### src/rtl/blink_pkg.sv
`default_nettype none
// ============================================================================
//  Module      : blink_pkg
//  Description : Shared state encoding and default constants for the Blink
//                game controller.
//  Revision    : 1.0 - initial release
// ============================================================================
package blink_pkg;

    typedef enum logic [2:0] {
        S_IDLE = 3'd0,
        S_ARM  = 3'd1,
        S_PLAY = 3'd2,
        S_MISS = 3'd3,
        S_OVER = 3'd4
    } game_state_t;

    localparam int c_arm_ticks      = 4;
    localparam int c_miss_ticks     = 2;
    localparam int c_hits_per_level = 8;
    localparam int c_lives          = 3;

endpackage
`default_nettype wire

### src/rtl/blink_game_ctrl_phase_timer.sv
`default_nettype none
// ============================================================================
//  Module      : phase_timer
//  Description : Loadable down-counter advanced by tick; done flags a tick
//                that arrives with the count already at zero.
//  Revision    : 1.0 - initial release
// ============================================================================
module phase_timer #(
    parameter int W = 3
) (
    input  logic         clk,
    input  logic         reset_n,
    input  logic         load,
    input  logic [W-1:0] load_val,
    input  logic         tick,
    output logic         done
);

    logic [W-1:0] r_count;

    always_ff @(posedge clk or negedge reset_n) begin
        if (!reset_n) begin
            r_count <= '0;
        end else if (load) begin
            r_count <= load_val;
        end else if (tick && (r_count != '0)) begin
            r_count <= r_count - 1'b1;
        end
    end

    assign done = tick && (r_count == '0);

endmodule
`default_nettype wire

### src/rtl/blink_game_ctrl.sv
`default_nettype none
// ============================================================================
//  Module      : blink_game_ctrl
//  Description : Moore game controller sequencing IDLE/ARM/PLAY/MISS/OVER,
//                keeping score, level and lives. BLINK_LIVES_EN enables the
//                multi-life MISS phase; without it a loss ends the game.
//  Revision    : 1.0 - initial release
// ============================================================================
module blink_game_ctrl
    import blink_pkg::*;
#(
    parameter int SCORE_W        = 8,
    parameter int LEVEL_W        = 4,
    parameter int HITS_PER_LEVEL = c_hits_per_level,
    parameter int LIVES          = c_lives,
    parameter int ARM_TICKS      = c_arm_ticks,
    parameter int MISS_TICKS     = c_miss_ticks
) (
    input  logic               clk,
    input  logic               reset_n,
    input  logic               start,
    input  logic               tick,
    input  logic               hit,
    input  logic               lose,
    output logic               check_en,
    output logic               clr_det,
    output logic [2:0]         state,
    output logic [SCORE_W-1:0] score,
    output logic [LEVEL_W-1:0] level,
    output logic [1:0]         lives,
    output logic               game_over
);

    localparam int c_max_ticks = (ARM_TICKS > MISS_TICKS) ? ARM_TICKS : MISS_TICKS;
    localparam int c_tw        = $clog2(c_max_ticks + 1);
    localparam int c_hcw       = $clog2(HITS_PER_LEVEL + 1);

    game_state_t        r_state;
    game_state_t        w_next;
    logic               r_lose_q;
    logic               r_clr_det;
    logic [SCORE_W-1:0] r_score;
    logic [LEVEL_W-1:0] r_level;
    logic [c_hcw-1:0]   r_hit_cnt;
    logic               w_lose_edge;
    logic               w_fresh;
    logic               w_timer_load;
    logic [c_tw-1:0]    w_timer_val;
    logic               w_timer_done;

    assign w_lose_edge = lose && !r_lose_q;
    assign w_fresh     = ((r_state == S_IDLE) || (r_state == S_OVER)) && start;

    phase_timer #(
        .W (c_tw)
    ) u_phase_timer (
        .clk      (clk),
        .reset_n  (reset_n),
        .load     (w_timer_load),
        .load_val (w_timer_val),
        .tick     (tick),
        .done     (w_timer_done)
    );

`ifdef BLINK_LIVES_EN
    logic [1:0] r_lives;

    always_ff @(posedge clk or negedge reset_n) begin
        if (!reset_n) begin
            r_lives <= 2'd0;
        end else if (w_fresh) begin
            r_lives <= 2'(LIVES);
        end else if ((r_state == S_PLAY) && w_lose_edge && (r_lives != 2'd0)) begin
            r_lives <= r_lives - 2'd1;
        end
    end

    assign lives = r_lives;
`else
    assign lives = 2'd0;
`endif

    always_comb begin
        w_next       = r_state;
        w_timer_load = 1'b0;
        w_timer_val  = c_tw'(ARM_TICKS - 1);
        case (r_state)
            S_IDLE: if (start) w_next = S_ARM;
            S_ARM:  if (w_timer_done) w_next = S_PLAY;
`ifdef BLINK_LIVES_EN
            S_PLAY: if (w_lose_edge) w_next = S_MISS;
            // r_lives already holds the post-loss value while in MISS
            S_MISS: begin
                if (r_lives == 2'd0) begin
                    w_next = S_OVER;
                end else if (w_timer_done) begin
                    w_next = S_ARM;
                end
            end
`else
            S_PLAY: if (w_lose_edge) w_next = S_OVER;
            S_MISS: w_next = S_OVER;
`endif
            S_OVER: if (start) w_next = S_ARM;
            default: w_next = S_IDLE;
        endcase

        if ((w_next == S_ARM) && (r_state != S_ARM)) begin
            w_timer_load = 1'b1;
        end
`ifdef BLINK_LIVES_EN
        if ((w_next == S_MISS) && (r_state != S_MISS)) begin
            w_timer_load = 1'b1;
            w_timer_val  = c_tw'(MISS_TICKS - 1);
        end
`endif
    end

    always_ff @(posedge clk or negedge reset_n) begin
        if (!reset_n) begin
            r_state   <= S_IDLE;
            r_lose_q  <= 1'b0;
            r_clr_det <= 1'b0;
        end else begin
            r_state   <= w_next;
            r_lose_q  <= lose;
            r_clr_det <= (w_next == S_ARM) && (r_state != S_ARM);
        end
    end

    // A loss edge in the same cycle as a hit discards the hit
    always_ff @(posedge clk or negedge reset_n) begin
        if (!reset_n) begin
            r_score   <= '0;
            r_level   <= '0;
            r_hit_cnt <= '0;
        end else if (w_fresh) begin
            r_score   <= '0;
            r_level   <= '0;
            r_hit_cnt <= '0;
        end else if ((r_state == S_PLAY) && hit && !w_lose_edge) begin
            if (r_score != '1) begin
                r_score <= r_score + 1'b1;
            end
            if (r_hit_cnt == c_hcw'(HITS_PER_LEVEL - 1)) begin
                r_hit_cnt <= '0;
                if (r_level != '1) begin
                    r_level <= r_level + 1'b1;
                end
            end else begin
                r_hit_cnt <= r_hit_cnt + 1'b1;
            end
        end
    end

    assign state     = r_state;
    assign score     = r_score;
    assign level     = r_level;
    assign check_en  = (r_state == S_PLAY);
    assign clr_det   = r_clr_det;
    assign game_over = (r_state == S_OVER);

endmodule
`default_nettype wire

### config.mk
export PLATFORM = sky130hd
export DESIGN_NAME = blink_game_ctrl
export DESIGN_NICKNAME = d
export VERILOG_FILES = /design/src/rtl/blink_pkg.sv /design/src/rtl/blink_game_ctrl_phase_timer.sv /design/src/rtl/blink_game_ctrl.sv
export SDC_FILE = /design/constraint.sdc
export NUM_CORES = 1
export LEC_CHECK = 0
export ABC_AREA = 1
export CAP_MARGIN = 10
export CORE_UTILIZATION = 56
export DETAILED_ROUTE_END_ITERATION = 8
export GPL_ROUTABILITY_DRIVEN = 0
export PLACE_DENSITY_LB_ADDON = 0.3
export SLEW_MARGIN = 30
export SYNTH_ARGS = -nofsm -noshare
export SYNTH_HDL_FRONTEND = slang
export SYNTH_HIERARCHICAL = 1
export SYNTH_SLANG_ARGS = --single-unit
### constraint.sdc
create_clock -name clk -period 3.8 [get_ports clk]
set_clock_uncertainty 0.1 [all_clocks]
set_input_delay 0.57 -clock clk [delete_from_list [all_inputs] [get_ports clk]]
set_output_delay 0.57 -clock clk [all_outputs]
set_load 0.1 [all_outputs]
==> metrics.cfg <==
[place]
placed_area_um2 = 1690
port-buffer-count = 23
placedCellCount = 244
hpwl_um = 2110
dp_slack_ps = 1220

[sta]
tightest_slew_ps = 977
layout_setup_ws_ps = 854
max_clock_freq_ghz = 0.339
period_needed_ps = 2950
relSlewSlack_pct = 34.7
final.setup.tns_ps = 0
finalSetupViolCount = 0
fin_crit_sh_pct = 77.5
drv_slew = 0
rsz0062_at_grt = false
finalHoldViolations = 0

[synth]
ys_ff_latch = 24
synth_edf_count = 0
ys_dominant_reg_cell = dfrtp_1
syn_area_um2 = 1440
yosysUniqueCellTypes = 27
synthArstFlopShare_pct = 100
postSynthCellCount = 193
syn_area_per_cell_um2 = 7.44
ys_warn_count = 6
yosysSeqAreaShare_pct = 41.8

[critical_path]
r2r_cells = 6
r2r_slack_ps = 2010
crit_fanout = 4
r2r_end = score[0]
r2r_start = state[0]
critical_path_required_ps = 3130
worstPathArrival_ps = 2280
endpoint_kind = output port
critical_path_class = reg2out
start_kind = register

[die]
coreArea_um2 = 2320
die_y_um = 52.6
initial_utilization_pct = 61.9
die-area_um2 = 2770
dieWidth_um = 52.6
io_pins = 26
rows = 17

[detailed_routing]
drc = 0
vias = 1246
drt_iter0_drc = 34
vias_per_cell = 5.02
wl_per_cell_um = 11.2
dr.pass1.iters = 4
routed_wl_um = 2790
ant_nets = 0

[cells_and_area]
final_common_cell = nand2_1
mostFrequentLayoutCells = nand2_1 (67), dfrtp_1 (24), clkdlybuf4s50_1 (22)
drive_gt1_share_pct = 9.09
antenna_cells = 0
nFillCells = 187
nNetsFinal = 232
fin_cells = 248
area.growth.synth_to_final_pct = 21.1
design_area_um2 = 1740

[flow_run]
cap_violations = 0

[global_route]
antenna_found_initial = 0
grt_use_total_pct = 24.2
grt_overflow = 0
grt_pass1_vias = 1217
grt_max_degree = 25
grt_pass1_wl_um = 4870

[power_and_ir_drop]
switching_share_pct = 52.4
vdd_drop_max_mv = 0.604
p_comb_share_pct = 54.2
power_density_nw_per_um2 = 712
pwr-share-seq_pct = 30.6
p_sw_mw = 0.649
p_int_mw = 0.589
clkPwrFrac_pct = 15.2
power_leakage_nw = 0.875

[clocking]
clk_latency_ps = 320
cts_root_buf = clkbuf_4
cts_buffers = 3
cts_tree = done
ctsHoldBuffers = 0
cts_sinks = 24
clockBufferDepth = 2
cts_setup_buffers = 0
cts_resized = 0
cts.clk_slew.worst_paths_ps = 140
htree_levels = 1

[min_path]
hp-class = in2async

[run_status]
run_status = completed

## power by group through the flow
stage                     sequential, mW  clock, mW  combinational [mW]
after floorplan                    0.634          0               0.274
after global placement             0.378          0               0.653
after detailed placement           0.382          0               0.673
after CTS                          0.378      0.190               0.677
after global routing               0.387      0.198               0.726
final                              0.378      0.188               0.671
## routing by layer
layer / track usage, % / up-vias / wire length (µm) / share of wire, %
met3: 3.19 / 4 / 84 / 3.0
met1: 28.2 / 567 / 1260 / 45
met2: 43.7 / 23 / 1410 / 50
li1: - / 652 / - / -
met5: 0 / - / 0 / 0
met4: 10.5 / 0 / 36 / 1.3
## area by class of cell
class,instances,area (µm²),share of cell area [%]
multi-input combinational,145,734,42.3
sequential,24,601,34.6
timing repair buffer,23,225,13.0
inverter,24,90.1,5.18
tap,28,35.0,2.02
clock inverter,1,30.0,1.73
clock buffer,3,22.5,1.30
## synthesized netlist by cell type, types with 2 or more instances
cell	number	area, µm²
nand3_1	13	65.1
nor2_1	21	78.8
nand2_1	67	251
inv_1	21	78.8
nand2_2	5	31.3
o21ai_0	6	30.0
o21bai_1	2	15.0
dfrtp_1	24	601
ha_1	5	62.6
a21oi_1	2	10.0
buf_4	2	15.0
o21ai_1	3	15.0
inv_2	3	11.3
nand4_1	3	18.8
xor2_1	3	26.3
conb_1	2	7.51
## logic make-up after synthesis
kind of cell / synth area share, %
AO/OA/AOI/OAI: 6.80
XOR/XNOR: 1.83
adder cells (fa/ha/maj): 4.36
buffers and inverters: 8.11
flip-flops: 41.8
other: 0.523
AND/OR/NAND/NOR: 36.5
## registers in the layout, indices dropped and copies added (netlist names)
name / cells
r_lose_q: 1
score: 8
u_phase_timer/r_count: 3
level: 4
clr_det: 1
state: 3
r_hit_cnt: 4
## stage by stage
step	hold slack, ps	total power [mW]	util (%)
6_report	94.4	1.24	75.0
2_1_floorplan	174	0.908	-
4_1_cts	114	1.24	75.0
3_5_place_dp	419	1.06	72.7
3_3_place_gp	414	1.03	72.9
5_1_grt	135	1.31	75.0
## worst max path at each step
stage                  start         to  slack [ps]
global placement    state[0]  game_over        1300
finish              state[0]  game_over         850
CTS                 state[0]  game_over         850
floorplan           state[2]  game_over         680
global route        state[0]  game_over         780
detailed placement  state[0]  game_over        1220
## worst max-delay path, cell delays in order (launching register included)
cell and delay [ps]:
dfrtp_1 450, inv_2 130, nand2_1 70, nor2_1 140
clkdlybuf4s50_1 1160
(Power assumes the default switching activity.)
